File: config.mk
export PLATFORM = sky130hd
export DESIGN_NAME = dds_multi_conf_decoder
export DESIGN_NICKNAME = d
export VERILOG_FILES = /design/src/rtl/dds_conf_pkg.sv /design/src/rtl/dds_ch_regs.sv /design/src/rtl/dds_multi_conf_decoder.sv
export SDC_FILE = /design/constraint.sdc
export NUM_CORES = 1
export LEC_CHECK = 0
export BUFFER_PORTS_ARGS = -buffer_cell sky130_fd_sc_hd__buf_2
export CAP_MARGIN = 20
export CORE_MARGIN = 2
export CORE_UTILIZATION = 60
export DETAILED_ROUTE_END_ITERATION = 10
export PLACE_DENSITY = 0.84
export SLEW_MARGIN = 20
export SYNTH_ARGS = -nofsm -noshare
export SYNTH_HDL_FRONTEND = slang
export SYNTH_SLANG_ARGS = --single-unit
File: constraint.sdc
create_clock -name axi_clk -period 4.5 [get_ports axi_clk]
set_clock_uncertainty 0.1 [all_clocks]
set_input_delay 0.675 -clock axi_clk [delete_from_list [all_inputs] [get_ports axi_clk]]
set_output_delay 0.675 -clock axi_clk [all_outputs]
set_load 0.1 [all_outputs]
File: src/rtl/dds_conf_pkg.sv
// Shared constants for the DDS configuration decoder.
//   state_t     : frame decoder FSM states (3-bit encoding)
//   ERR_*       : err_code values reported on a discarded frame
//   HDR_*       : field positions inside the header word
package dds_conf_pkg;

  typedef enum logic [2:0] {
    S_IDLE  = 3'd0,
    S_HDR   = 3'd1,
    S_FREQ  = 3'd2,
    S_PHASE = 3'd3,
    S_WAVE  = 3'd4,
    S_CSUM  = 3'd5
  } state_t;

  localparam logic [1:0] ERR_CSUM = 2'd1;
  localparam logic [1:0] ERR_CH   = 2'd2;
  localparam logic [1:0] ERR_TO   = 2'd3;

  localparam int HDR_CH_LSB = 0;
  localparam int HDR_CH_W   = 4;
  localparam int HDR_EN_BIT = 8;

endpackage

File: src/rtl/dds_ch_regs.sv
// Output register bank for one DDS channel.
//   axi_clk, rst : clock, asynchronous active-low reset
//   wr_en        : load all fields at once (atomic frame commit)
//   f_in/p_in/w_in/en_in  : staged frequency, phase, wave, enable
//   f_out/p_out/w_out/en_out : registered channel settings
module dds_ch_regs #(
  parameter int PW = 12
) (
  input  logic          axi_clk,
  input  logic          rst,
  input  logic          wr_en,
  input  logic [31:0]   f_in,
  input  logic [PW-1:0] p_in,
  input  logic [1:0]    w_in,
  input  logic          en_in,
  output logic [31:0]   f_out,
  output logic [PW-1:0] p_out,
  output logic [1:0]    w_out,
  output logic          en_out
);

  always_ff @(posedge axi_clk or negedge rst) begin
    if (!rst) begin
      f_out  <= '0;
      p_out  <= '0;
      w_out  <= '0;
      en_out <= 1'b0;
    end else if (wr_en) begin
      f_out  <= f_in;
      p_out  <= p_in;
      w_out  <= w_in;
      en_out <= en_in;
    end
  end

endmodule

File: src/rtl/dds_multi_conf_decoder.sv
// Framed configuration decoder for NUM_CH DDS channels.
// Frame: SYNC, header{en@8, ch@3:0}, freq, phase, wave, XOR checksum.
// A frame commits to its channel only on a checksum match.
//   axi_clk, rst      : clock, asynchronous active-low reset
//   conf_data/valid   : one 32-bit word per valid strobe
//   dds_work_flag     : global run enable (registered to dds_en)
//   f_word/p_word/wave_type/ch_en : per-channel outputs
//   cfg_update        : one-cycle pulse on the committed channel
//   frame_err/err_code: discard pulse and sticky cause
//   busy              : decoder is inside a frame
module dds_multi_conf_decoder
  import dds_conf_pkg::*;
#(
  parameter int          NUM_CH     = 4,
  parameter int          PW         = 12,
  parameter logic [31:0] FRAME_SYNC = 32'hFFFF_FFFF,
  parameter int          TIMEOUT    = 1024
) (
  input  logic                 axi_clk,
  input  logic                 rst,
  input  logic [31:0]          conf_data,
  input  logic                 conf_valid,
  input  logic                 dds_work_flag,
  output logic [NUM_CH*32-1:0] f_word,
  output logic [NUM_CH*PW-1:0] p_word,
  output logic [NUM_CH*2-1:0]  wave_type,
  output logic [NUM_CH-1:0]    ch_en,
  output logic [NUM_CH-1:0]    cfg_update,
  output logic                 frame_err,
  output logic [1:0]           err_code,
  output logic                 busy
);

  localparam int TO_W = $clog2(TIMEOUT + 1);

  state_t                state_reg, state_next;
  logic                  dds_en;
  logic [HDR_CH_W-1:0]   ch_idx_reg;
  logic                  en_bit_reg;
  logic [31:0]           tmp_f_reg;
  logic [PW-1:0]         tmp_p_reg;
  logic [1:0]            tmp_w_reg;
  logic [31:0]           csum_reg;
  logic [TO_W-1:0]       to_cnt_reg;
  logic [NUM_CH-1:0]     cfg_update_reg;
  logic                  frame_err_reg;
  logic [1:0]            err_code_reg;
  logic [NUM_CH-1:0]     en_reg;
  logic [NUM_CH-1:0]     wr_vec;

  logic                  accept;
  logic                  commit;
  logic                  err_fire;
  logic [1:0]            err_val;
  logic                  cnt_clr;
  logic                  cnt_inc;

  // Words only count while the DDS is running.
  assign accept = conf_valid && dds_en;

  always_ff @(posedge axi_clk or negedge rst) begin
    if (!rst) begin
      state_reg <= S_IDLE;
    end else begin
      state_reg <= state_next;
    end
  end

  always_comb begin
    state_next = state_reg;
    commit     = 1'b0;
    err_fire   = 1'b0;
    err_val    = ERR_CSUM;
    cnt_clr    = 1'b0;
    cnt_inc    = 1'b0;
    if (state_reg != S_IDLE && !dds_en) begin
      // Silent abort: the DDS was stopped under us.
      state_next = S_IDLE;
      cnt_clr    = 1'b1;
    end else if (state_reg != S_IDLE && !conf_valid) begin
      if (to_cnt_reg == TO_W'(TIMEOUT - 1)) begin
        state_next = S_IDLE;
        err_fire   = 1'b1;
        err_val    = ERR_TO;
        cnt_clr    = 1'b1;
      end else begin
        cnt_inc = 1'b1;
      end
    end else if (accept) begin
      cnt_clr = 1'b1;
      case (state_reg)
        S_IDLE: begin
          if (conf_data == FRAME_SYNC) state_next = S_HDR;
        end
        S_HDR: begin
          if ({28'd0, conf_data[HDR_CH_LSB +: HDR_CH_W]} >= 32'(NUM_CH)) begin
            state_next = S_IDLE;
            err_fire   = 1'b1;
            err_val    = ERR_CH;
          end else begin
            state_next = S_FREQ;
          end
        end
        S_FREQ:  state_next = S_PHASE;
        S_PHASE: state_next = S_WAVE;
        S_WAVE:  state_next = S_CSUM;
        S_CSUM: begin
          state_next = S_IDLE;
          if ((csum_reg ^ conf_data) == 32'd0) begin
            commit = 1'b1;
          end else begin
            err_fire = 1'b1;
            err_val  = ERR_CSUM;
          end
        end
        default: state_next = S_IDLE;
      endcase
    end
  end

  // Frame staging, running checksum, timeout counter and status pulses.
  always_ff @(posedge axi_clk or negedge rst) begin
    if (!rst) begin
      dds_en         <= 1'b0;
      ch_idx_reg     <= '0;
      en_bit_reg     <= 1'b0;
      tmp_f_reg      <= '0;
      tmp_p_reg      <= '0;
      tmp_w_reg      <= '0;
      csum_reg       <= '0;
      to_cnt_reg     <= '0;
      cfg_update_reg <= '0;
      frame_err_reg  <= 1'b0;
      err_code_reg   <= '0;
    end else begin
      dds_en         <= dds_work_flag;
      cfg_update_reg <= wr_vec;
      frame_err_reg  <= err_fire;
      if (err_fire) err_code_reg <= err_val;
      if (cnt_clr) begin
        to_cnt_reg <= '0;
      end else if (cnt_inc) begin
        to_cnt_reg <= to_cnt_reg + 1'b1;
      end
      if (accept) begin
        case (state_reg)
          S_HDR: begin
            ch_idx_reg <= conf_data[HDR_CH_LSB +: HDR_CH_W];
            en_bit_reg <= conf_data[HDR_EN_BIT];
            csum_reg   <= conf_data;
          end
          S_FREQ: begin
            tmp_f_reg <= conf_data;
            csum_reg  <= csum_reg ^ conf_data;
          end
          S_PHASE: begin
            tmp_p_reg <= conf_data[PW-1:0];
            csum_reg  <= csum_reg ^ conf_data;
          end
          S_WAVE: begin
            tmp_w_reg <= conf_data[1:0];
            csum_reg  <= csum_reg ^ conf_data;
          end
          default: ;
        endcase
      end
    end
  end

  for (genvar gi = 0; gi < NUM_CH; gi++) begin : g_ch
    localparam logic [HDR_CH_W-1:0] CH_ID = HDR_CH_W'(gi);
    assign wr_vec[gi] = commit && (ch_idx_reg == CH_ID);

    dds_ch_regs #(.PW(PW)) u_regs (
      .axi_clk (axi_clk),
      .rst     (rst),
      .wr_en   (wr_vec[gi]),
      .f_in    (tmp_f_reg),
      .p_in    (tmp_p_reg),
      .w_in    (tmp_w_reg),
      .en_in   (en_bit_reg),
      .f_out   (f_word[32*gi +: 32]),
      .p_out   (p_word[PW*gi +: PW]),
      .w_out   (wave_type[2*gi +: 2]),
      .en_out  (en_reg[gi])
    );
  end

  assign ch_en      = en_reg & {NUM_CH{dds_en}};
  assign cfg_update = cfg_update_reg;
  assign frame_err  = frame_err_reg;
  assign err_code   = err_code_reg;
  assign busy       = (state_reg != S_IDLE);

endmodule

==> metrics.yaml, run 1 <==
sta:
  fin_tns_setup_ns: 0
  max_slew_margin: 0.323
  maxSlewViolCount: 0
  fmax_mhz: 323
  holdWs_ns: 0.151
  setup_viol: 0
  hold_viol: 0
  rsz0062_at_grt: "false"
  layout_worst_path_cycle_share: 0.687
  setup_ws_ns: 1.41
  post-route-min-period_ns: 3.09
  worstMarginPinSlew_ns: 1.02
final_layout:
  syn_to_final_growth_pct: 18.2
  ff_latch_area_sq_um: 7330
  final_common_cell: "dfrtp_1"
  finalNetCount: 1096
  num_antenna_cells: 0
  final_cell_mix: "dfrtp_1, buf_2, mux2_4"
  max_flop_register: "g_ch.u_regs.f_out"
  drive_gt1_frac: 0.504
  nFillCells: 1345
  largest_reg_flops: 128
  multi_input_area_sq_um: 4730
  largestRegisters: "g_ch.u_regs.f_out: 128 flops, g_ch.u_regs.p_out: 48 flops"
yosys:
  ys_seq_elements: 293
  synthCells: 819
  synth_area_sq_um: 12500
  synth_top_cell_by_area: "dfrtp_1"
  avgSynthCellArea_sq_um: 15.2
  ys_seq_area_frac: 0.589
  synth_edf_count: 0
  synthArstFlopShare: 1.00
  synth_fp_nets: 856
  synth_ff_type: "dfrtp_1"
  synth_cell_types: 42
  synth_area_leaders: "dfrtp_1, mux2_4, mux2_2, xor2_1, xnor2_1"
  ys_warn_count: 0
  yosysTopAreaCellShare: 0.589
clock_tree:
  cts_tree: "built"
  htreeDepth: 1
  cts_sinks: 293
  numCtsBuffers: 29
  post_cts_resized: 0
  insertion_delay_ns: 0.54
  cts_max_path_buffers: 3
  cts_root_buf: "clkbuf_16"
  post_cts_buffers: 0
  clk_pin_slew_ns: 0.06
  postCtsHoldBufs: 0
power_and_ir_drop:
  power_mw: 6.82
  seq_power_share: 0.497
  power_density_nw_per_um2: 463
  p_sw_frac: 0.282
  p_sw_mw: 1.92
  internal_power_mw: 4.89
  vdd_ir_drop_max_uv: 328
  p_clk_frac: 0.366
  combPwrFrac: 0.137
  p_leak_nw: 7.62
global_routing:
  grt_max_degree: 131
  grt_usage: 0.255
  grt_pass1_wl_microns: 44100
  grt_overflow: 0
  grt_antenna_before_repair: 0
  grt_pass1_vias: 7878
die:
  start_util: 0.614
  rows: 52
  pin_count: 232
  die_x_microns: 148
  die-area_sq_um: 21900
  core_area_sq_um: 20300
  die_y_microns: 148
worst_setup_path:
  worst_ep_arrival_time_ns: 2.32
  slowest_stage: "nor3_1"
  critPathMaxFanout: 10
  start_kind: "register"
  worstSetupPathType: "reg2out"
  reg2reg_depth: 6
  worstPathCellList: "nor3_1, clkinv_1, buf_2"
  slowest_delay_ns: 0.52
  reg2reg_slack_ns: 1.63
  path_buf_inv: 2
  cp_num_cells: 3
  worstReg2RegStart: "dds_en"
  setup.worst_path.end_class: "output port"
  critPathTopFamily: "buffers and inverters"
  worst_ep_required_time_ns: 3.72
  setup.worst_path.start: "state_reg[1]"
route:
  drtIter0Drc: 373
  wl_per_cell_microns: 20.7
  detail_route.wirelength_microns: 28000
  dr.pass1.iters: 4
  ant_nets: 0
  viasPerCell: 5.53
  routed-via-count: 7470
  drcViolationCount: 0
worst_hold_path:
  hp-class: "in2async"
placed_design:
  port_buffers: 231
  place_ws_ns: 1.32
  place_congestion: 0.850
  dp_hpwl_microns: 18900
flow_run:
  cap_violations: 0
outcome:
  outcome: "finished, final reports clean"
[routing by layer]
layer	up-vias	track usage	share of wire
met1	3873	0.353	0.42
met2	239	0.423	0.50
met4	0	0.0681	0.020
li1	3313	-	-
met5	-	0	0
met3	45	0.0469	0.059
[power by group through the flow]
| stage | Combinational [mW] | Sequential, mW | Clock [mW] |
|---|---|---|---|
| after floorplan | 0.671 | 3.31 | 0 |
| after global placement | 0.884 | 3.40 | 0 |
| after detailed placement | 0.922 | 3.42 | 0 |
| after CTS | 0.940 | 3.38 | 2.53 |
| after global routing | 1.03 | 3.43 | 2.65 |
| final | 0.934 | 3.38 | 2.50 |
[stage by stage]
step           std cells  area (sq um)  utilization
2_1_floorplan        819         12500            -
3_3_place_gp        1298         13700        0.676
3_5_place_dp        1298         13700        0.676
4_1_cts             1352         14700        0.725
5_1_grt             1352         14700        0.725
6_report            1352         14700        0.725
[cells in the mapped netlist, types with 2 or more instances]
cell,number
nand3_1,4
buf_12,12
nand4_1,18
clkbuf_1,14
o21ai_0,10
buf_2,2
nor4_4,4
buf_6,5
xnor2_1,32
a21oi_1,7
or4_4,2
buf_4,4
xor2_1,37
mux2_2,119
nor3_1,10
mux2_4,120
nand2b_1,4
and2_1,5
or3_1,6
nor2_1,14
mux2i_1,2
a31oi_1,2
dfrtp_1,293
and3_1,3
nand2_1,73
[worst reg2reg max path, cell delays in order, from the launching register on]
cell	delay, ns
dfrtp_1	0.58
nand3_1	0.20
or2_0	0.27
or3_4	0.41
nor4_4	0.42
buf_12	0.35
mux2_2	0.44
[cell families (layout without fill, tap and decap cells)]
family	after synthesis	after routing	synth area share
XOR/XNOR	70	70	0.0498
multiplexers	241	241	0.254
flip-flops	293	293	0.589
adder cells (fa/ha/maj)	1	1	0.00100
buffers and inverters	39	302	0.0318
AO/OA/AOI/OAI	25	25	0.0117
AND/OR/NAND/NOR	150	150	0.0631
[path summary, 6_finish.rpt]
kind,end
max,busy
min,g_ch[0].u_regs.f_out[29]
max reg2reg,g_ch[1].u_regs.f_out[4]
min reg2reg,err_code[1]
max in group asynchronous,g_ch[3].u_regs.f_out[23]
min in group axi_clk,dds_en
[area by class of cell]
| cell class | count | area share |
|---|---|---|
| inverter | 2 | 0.000510 |
| sequential | 293 | 0.498 |
| tap | 270 | 0.0229 |
| clock inverter | 16 | 0.0133 |
| timing repair buffer | 246 | 0.0894 |
| multi-input combinational | 487 | 0.322 |
| clock buffer | 38 | 0.0543 |
(Power assumes the default switching activity.)
==> run 2, diff against run 1 <==
--- a/config.mk
+++ b/config.mk
@@ -8,9 +8,9 @@
 export BUFFER_PORTS_ARGS = -buffer_cell sky130_fd_sc_hd__buf_2
 export CAP_MARGIN = 20
 export CORE_MARGIN = 2
-export CORE_UTILIZATION = 60
+export CORE_UTILIZATION = 50
 export DETAILED_ROUTE_END_ITERATION = 10
-export PLACE_DENSITY = 0.84
+export PLACE_DENSITY = 0.75
 export SLEW_MARGIN = 20
 export SYNTH_ARGS = -nofsm -noshare
 export SYNTH_HDL_FRONTEND = slang
==> constraint.sdc (replaced) <==
create_clock -name axi_clk -period 2.8 [get_ports axi_clk]
set_clock_uncertainty 0.1 [all_clocks]
set_input_delay 0.42 -clock axi_clk [delete_from_list [all_inputs] [get_ports axi_clk]]
set_output_delay 0.42 -clock axi_clk [all_outputs]
set_load 0.1 [all_outputs]
==> metrics.yaml, run 2 (same netlist as run 1, synthesis figures left out) <==
clock_tree:
  cts_root_buf: "clkbuf_16"
  htreeDepth: 1  # unchanged
  numCtsBuffers: 31  # +6.9%
  cts_tree: "built"
  insertion_delay_ns: 0.56  # +0.02 ns
  clk_pin_slew_ns: 0.06  # about the same
  cts_max_path_buffers: 3  # unchanged
  cts_sinks: 293  # unchanged
final_layout:
  largestRegisters: "g_ch.u_regs.f_out: 128 flops, g_ch.u_regs.p_out: 48 flops"
  fin_util: 0.624  # -0.101
  max_flop_register: "g_ch.u_regs.f_out"
  drive_gt1_frac: 0.524  # +0.0198
  instances_no_fill: 1454  # +7.5%
  finalNetCount: 1139  # +3.9%
  largest_reg_flops: 128  # unchanged
  stdcell_area_sq_um: 15200  # +3.5%
  syn_to_final_growth_pct: 22.3
  final_common_cell: "dfrtp_1"
  final_cell_mix: "dfrtp_1, buf_2, mux2_4"
placed_design:
  place_ws_ns: -0.0692  # -1.39 ns
  dp_cells: 1389  # +7.0%
  place_congestion: 0.875  # +2.8%
  port_buffers: 231  # unchanged
  placed_area_sq_um: 14200  # +3.1%
  dp_hpwl_microns: 20000  # +5.8%
sta:
  layout_worst_path_cycle_share: 0.972
  max_slew_margin: 0.290  # -0.0326
  post-route-min-period_ns: 2.72
  setup_viol: 0  # unchanged
  fin_tns_setup_ns: 0  # unchanged
  maxSlewViolCount: 0  # unchanged
  fmax_mhz: 368
  hold_viol: 0  # unchanged
  worstMarginPinSlew_ns: 1.06  # +0.0439 ns
  setup_ws_ns: 0.0796  # -1.33 ns
  holdWs_ns: 0.0444  # -0.107 ns
route:
  viasPerCell: 5.17  # -6.4%
  ant_nets: 0  # unchanged
  dr.pass1.iters: 4  # unchanged
  detail_route.wirelength_microns: 28900  # +3.0%
  drtIter0Drc: 520  # +39%
  drcViolationCount: 0  # unchanged
  wl_per_cell_microns: 19.8  # -4.2%
  routed-via-count: 7523  # +0.71%
worst_hold_path:
  min_path_cells: 2
  hp-class: "in2reg"
  hp-start: "conf_valid"
worst_setup_path:
  reg2reg_slack_ns: 0.08  # -1.55 ns
  setup.worst_path.end_class: "register"
  reg2reg_depth: 7  # +1
  start_kind: "register"
  worst_ep_required_time_ns: 3.13  # -0.59 ns
  worstReg2RegStart: "csum_reg[17]"
  worst_ep_arrival_time_ns: 3.05  # +0.73 ns
  worstSetupPathType: "reg2reg"
  setup.worst_path.start: "csum_reg[17]"
  critPathMaxFanout: 19  # +9
power_and_ir_drop:
  p_sw_mw: 3.13  # +63%
  p_sw_frac: 0.286  # +0.00368
  vdd_ir_drop_max_uv: 519  # +58%
  power_mw: 10.9  # +60%
  p_clk_frac: 0.361  # -0.005
  p_leak_nw: 7.86  # +3.2%
  internal_power_mw: 7.81  # +60%
  seq_power_share: 0.495  # -0.002
  power_density_nw_per_um2: 718  # +55%
  combPwrFrac: 0.144  # +0.007
die:
  die_x_microns: 162  # +9.3%
  rows: 57  # +9.6%
  die-area_sq_um: 26200  # +19%
  start_util: 0.511  # -0.103
  die_y_microns: 162  # +9.3%
  pin_count: 232  # unchanged
  core_area_sq_um: 24400  # +20%
global_routing:
  grt_pass1_vias: 7804  # -0.94%
  grt_overflow: 0  # unchanged
  grt_antenna_before_repair: 4  # +4
  grt_max_degree: 64  # -51%
  grt_pass1_wl_microns: 45000  # +1.9%
  grt_usage: 0.218  # -0.0380
outcome:
  outcome: "finished, final reports clean"
flow_run:
  cap_violations: 0  # unchanged
run 2: worst paths after layout:
check,endpoint
max in group asynchronous,g_ch[1].u_regs.p_out[8]
worst min register to register,err_code[1]
min in group asynchronous,g_ch[0].u_regs.f_out[8]
worst min-delay path,to_cnt_reg[1]
worst max-delay path,g_ch[3].u_regs.f_out[11]
worst max register to register,g_ch[3].u_regs.f_out[11]
run 2: area by class of cell:
cell class	count	area (sq um)
Fill cell	1883	9160
Sequential cell	293	7330
Multi-Input combinational cell	487	4750
Timing Repair Buffer	287	1730
Clock buffer	45	918
Tap cell	324	405
Clock inverter	13	82.6
Inverter	2	8.76
Antenna cell	3	7.51
run 2: power by group through the flow:
stage	Combinational (mW)	Sequential (mW)	Clock, mW
floorplan	1.08	5.32	0
CTS	1.58	5.41	4.05
detailed placement	1.56	5.48	0
global placement	1.52	5.46	0
global route	1.73	5.50	4.25
finish	1.57	5.41	3.95
run 2: worst max-delay path: stages, from the launching register on:
cell       delay (ns)
dfrtp_1          0.41
xnor2_2          0.25
nand4_1          0.14
or4_4            0.65
nor4_4           0.24
buf_4            0.19
clkbuf_16        0.24
mux2_2           0.36
run 2: layer usage:
metal | wire [microns] | GRT usage | vias to the layer above
met1 | 12600 | 0.307 | 3841
li1 | - | - | 3423
met3 | 1910 | 0.0447 | 31
met2 | 14000 | 0.353 | 226
met4 | 390 | 0.0451 | 2
met5 | 13 | 0 | -
run 2: what timing repair did:
item                       in CTS  in global routing
setup endpoints to repair       0                  8
buffers inserted                0                  1
hold endpoints to repair       58                  0
gates resized for setup         0                  5
hold buffers                    2                  0
==> run 3, diff against run 2 <==
--- a/config.mk
+++ b/config.mk
@@ -8,9 +8,10 @@
 export BUFFER_PORTS_ARGS = -buffer_cell sky130_fd_sc_hd__buf_2
 export CAP_MARGIN = 20
 export CORE_MARGIN = 2
-export CORE_UTILIZATION = 50
+export CORE_UTILIZATION = 56
+export CTS_CLUSTER_SIZE = 25
 export DETAILED_ROUTE_END_ITERATION = 10
-export PLACE_DENSITY = 0.75
+export PLACE_DENSITY = 0.79
 export SLEW_MARGIN = 20
 export SYNTH_ARGS = -nofsm -noshare
 export SYNTH_HDL_FRONTEND = slang
==> constraint.sdc (replaced) <==
create_clock -name axi_clk -period 3.1 [get_ports axi_clk]
set_clock_uncertainty 0.1 [all_clocks]
set_input_delay 0.465 -clock axi_clk [delete_from_list [all_inputs] [get_ports axi_clk]]
set_output_delay 0.465 -clock axi_clk [all_outputs]
set_load 0.1 [all_outputs]
==> metrics.yaml, run 3 (same netlist as run 1, synthesis figures left out) <==
power_and_ir_drop:
  power_mw: 9.91  # -9.4%
  p_leak_nw: 7.74  # -1.5%
  power_density_nw_per_um2: 662  # -7.8%
  vdd_ir_drop_max_uv: 446  # -14%
worst_setup_path:
  worstPathCellList: "nor3_1, clkinv_1, buf_2"
  worst_ep_arrival_time_ns: 2.35  # -0.70 ns
  slowest_stage: "nor3_1"
  slowest_delay_ns: 0.53  # -0.12 ns
  worstSetupPathType: "reg2out"
  start_kind: "register"
  critPathMaxFanout: 10  # -9
  setup.worst_path.end_class: "output port"
  worst_ep_required_time_ns: 2.53  # -0.60 ns
clock_tree:
  cts_max_path_buffers: 3  # unchanged
  numCtsBuffers: 30  # -3.2%
  insertion_delay_ns: 0.54  # -0.02 ns
  cts_tree: "built"
  clk_pin_slew_ns: 0.06  # about the same
  cts_root_buf: "clkbuf_16"
  cts_sinks: 293  # unchanged
  post_cts_resized: 0  # unchanged
  post_cts_buffers: 0  # unchanged
  htreeDepth: 1  # unchanged
placed_design:
  place_ws_ns: 0.186  # +0.255 ns
  dp_hpwl_microns: 19300  # -3.1%
  port_buffers: 231  # unchanged
  place_congestion: 0.835  # -4.6%
  placed_area_sq_um: 13900  # -1.8%
  dp_cells: 1324  # -4.7%
die:
  die-area_sq_um: 23400  # -10%
  die_x_microns: 153  # -5.4%
  core_area_sq_um: 21800  # -11%
  die_y_microns: 153  # -5.4%
  pin_count: 232  # unchanged
  start_util: 0.571  # +0.0601
  rows: 54  # -5.3%
final_layout:
  final_cell_mix: "dfrtp_1, buf_2, mux2_4"
  nFillCells: 1534  # -19%
  final_common_cell: "dfrtp_1"
  largestRegisters: "g_ch.u_regs.f_out: 128 flops, g_ch.u_regs.p_out: 48 flops"
  max_flop_register: "g_ch.u_regs.f_out"
  largest_reg_flops: 128  # unchanged
  drive_gt1_frac: 0.510  # -0.0140
  syn_to_final_growth_pct: 20.1
  stdcell_area_sq_um: 15000  # -1.8%
  instances_no_fill: 1382  # -5.0%
  finalNetCount: 1115  # -2.1%
sta:
  fin_tns_setup_ns: 0  # unchanged
  worstMarginPinSlew_ns: 1.00  # -0.0581 ns
  rsz0062_at_grt: "false"
  maxSlewViolCount: 0  # unchanged
  fmax_mhz: 343
  hold_viol: 0  # unchanged
  layout_worst_path_cycle_share: 0.940
  max_slew_margin: 0.329  # +0.0389
  setup_viol: 0  # unchanged
  post-route-min-period_ns: 2.91
  setup_ws_ns: 0.186  # +0.106 ns
global_routing:
  grt_overflow: 0  # unchanged
  grt_pass1_wl_microns: 44900  # about the same
  grt_max_degree: 81  # +27%
  grt_antenna_before_repair: 2  # -2
  grt_pass1_vias: 7817  # +0.17%
  grt_usage: 0.240  # +0.0223
route:
  drcViolationCount: 0  # unchanged
  routed-via-count: 7460  # -0.84%
  ant_nets: 0  # unchanged
  drtIter0Drc: 414  # -20%
  dr.pass1.iters: 4  # unchanged
  viasPerCell: 5.40  # +4.3%
  detail_route.wirelength_microns: 27900  # -3.4%
  wl_per_cell_microns: 20.2  # +1.6%
worst_hold_path:
  hp-class: "in2reg"
flow_run:
  cap_violations: 0  # unchanged
outcome:
  outcome: "finished, final reports clean"
[run 3: through the flow]
step	utilization	hold WS, ns
after global routing	0.685	0.111
after detailed placement	0.637	0.316
after global placement	0.637	0.309
final	0.686	0.0999
after CTS	0.685	0.0766
after floorplan	-	0.0694
[run 3: worst max-delay path: cells and delay by family (launching register included)]
kind | cells | cell delay, ns
buffers and inverters | 2 | 0.81
AND/OR/NAND/NOR | 1 | 0.53
flip-flops | 1 | 0.46
[run 3: worst paths after layout]
kind	from	to	slack, ns	depth (start not counted)
worst min-delay path	conf_valid	to_cnt_reg[0]	0.1	2
worst max-delay path	state_reg[1]	busy	0.19	3
min in group asynchronous	rst	g_ch[0].u_regs.f_out[25]	0.33	2
worst max register to register	state_reg[1]	g_ch[2].u_regs.f_out[12]	0.36	6
worst min register to register	g_ch[2].u_regs.f_out[11]	g_ch[2].u_regs.f_out[11]	0.40	1
max in group asynchronous	rst	g_ch[2].u_regs.w_out[0]	1.77	3
[run 3: metal layers]
metal / GRT usage / up-vias / wire length [microns]
met2: 0.387 / 238 / 13500
met1: 0.332 / 3806 / 11900
met5: 0 / - / 13
met3: 0.0559 / 51 / 1810
met4: 0.0622 / 2 / 657
li1: - / 3363 / -
[run 3: final cells by class]
| cell class | count | area, sq um | area share |
|---|---|---|---|
| diodes | 1 | 2.50 | 0.000167 |
| clock buffers | 46 | 932 | 0.0623 |
| clock inverters | 9 | 98.8 | 0.00661 |
| inverters | 2 | 7.51 | 0.000502 |
| multi-input cells | 487 | 4730 | 0.316 |
| flip-flops and latches | 293 | 7330 | 0.490 |
| well taps | 280 | 350 | 0.0234 |
| repair buffers | 264 | 1510 | 0.101 |
[run 3: report_power, final]
group / total (mW) / internal [mW] / switching (mW)
clock: 3.66 / 2.23 / 1.43
combinational: 1.35 / 0.634 / 0.712
sequential: 4.90 / 4.33 / 0.576
total: 9.91 / 7.19 / 2.72
[run 3: repair_timing]
item,4_1_cts,5_1_grt
endpoints found under the setup margin,0,0
hold buffers,2,0
endpoints found under the hold margin,50,0
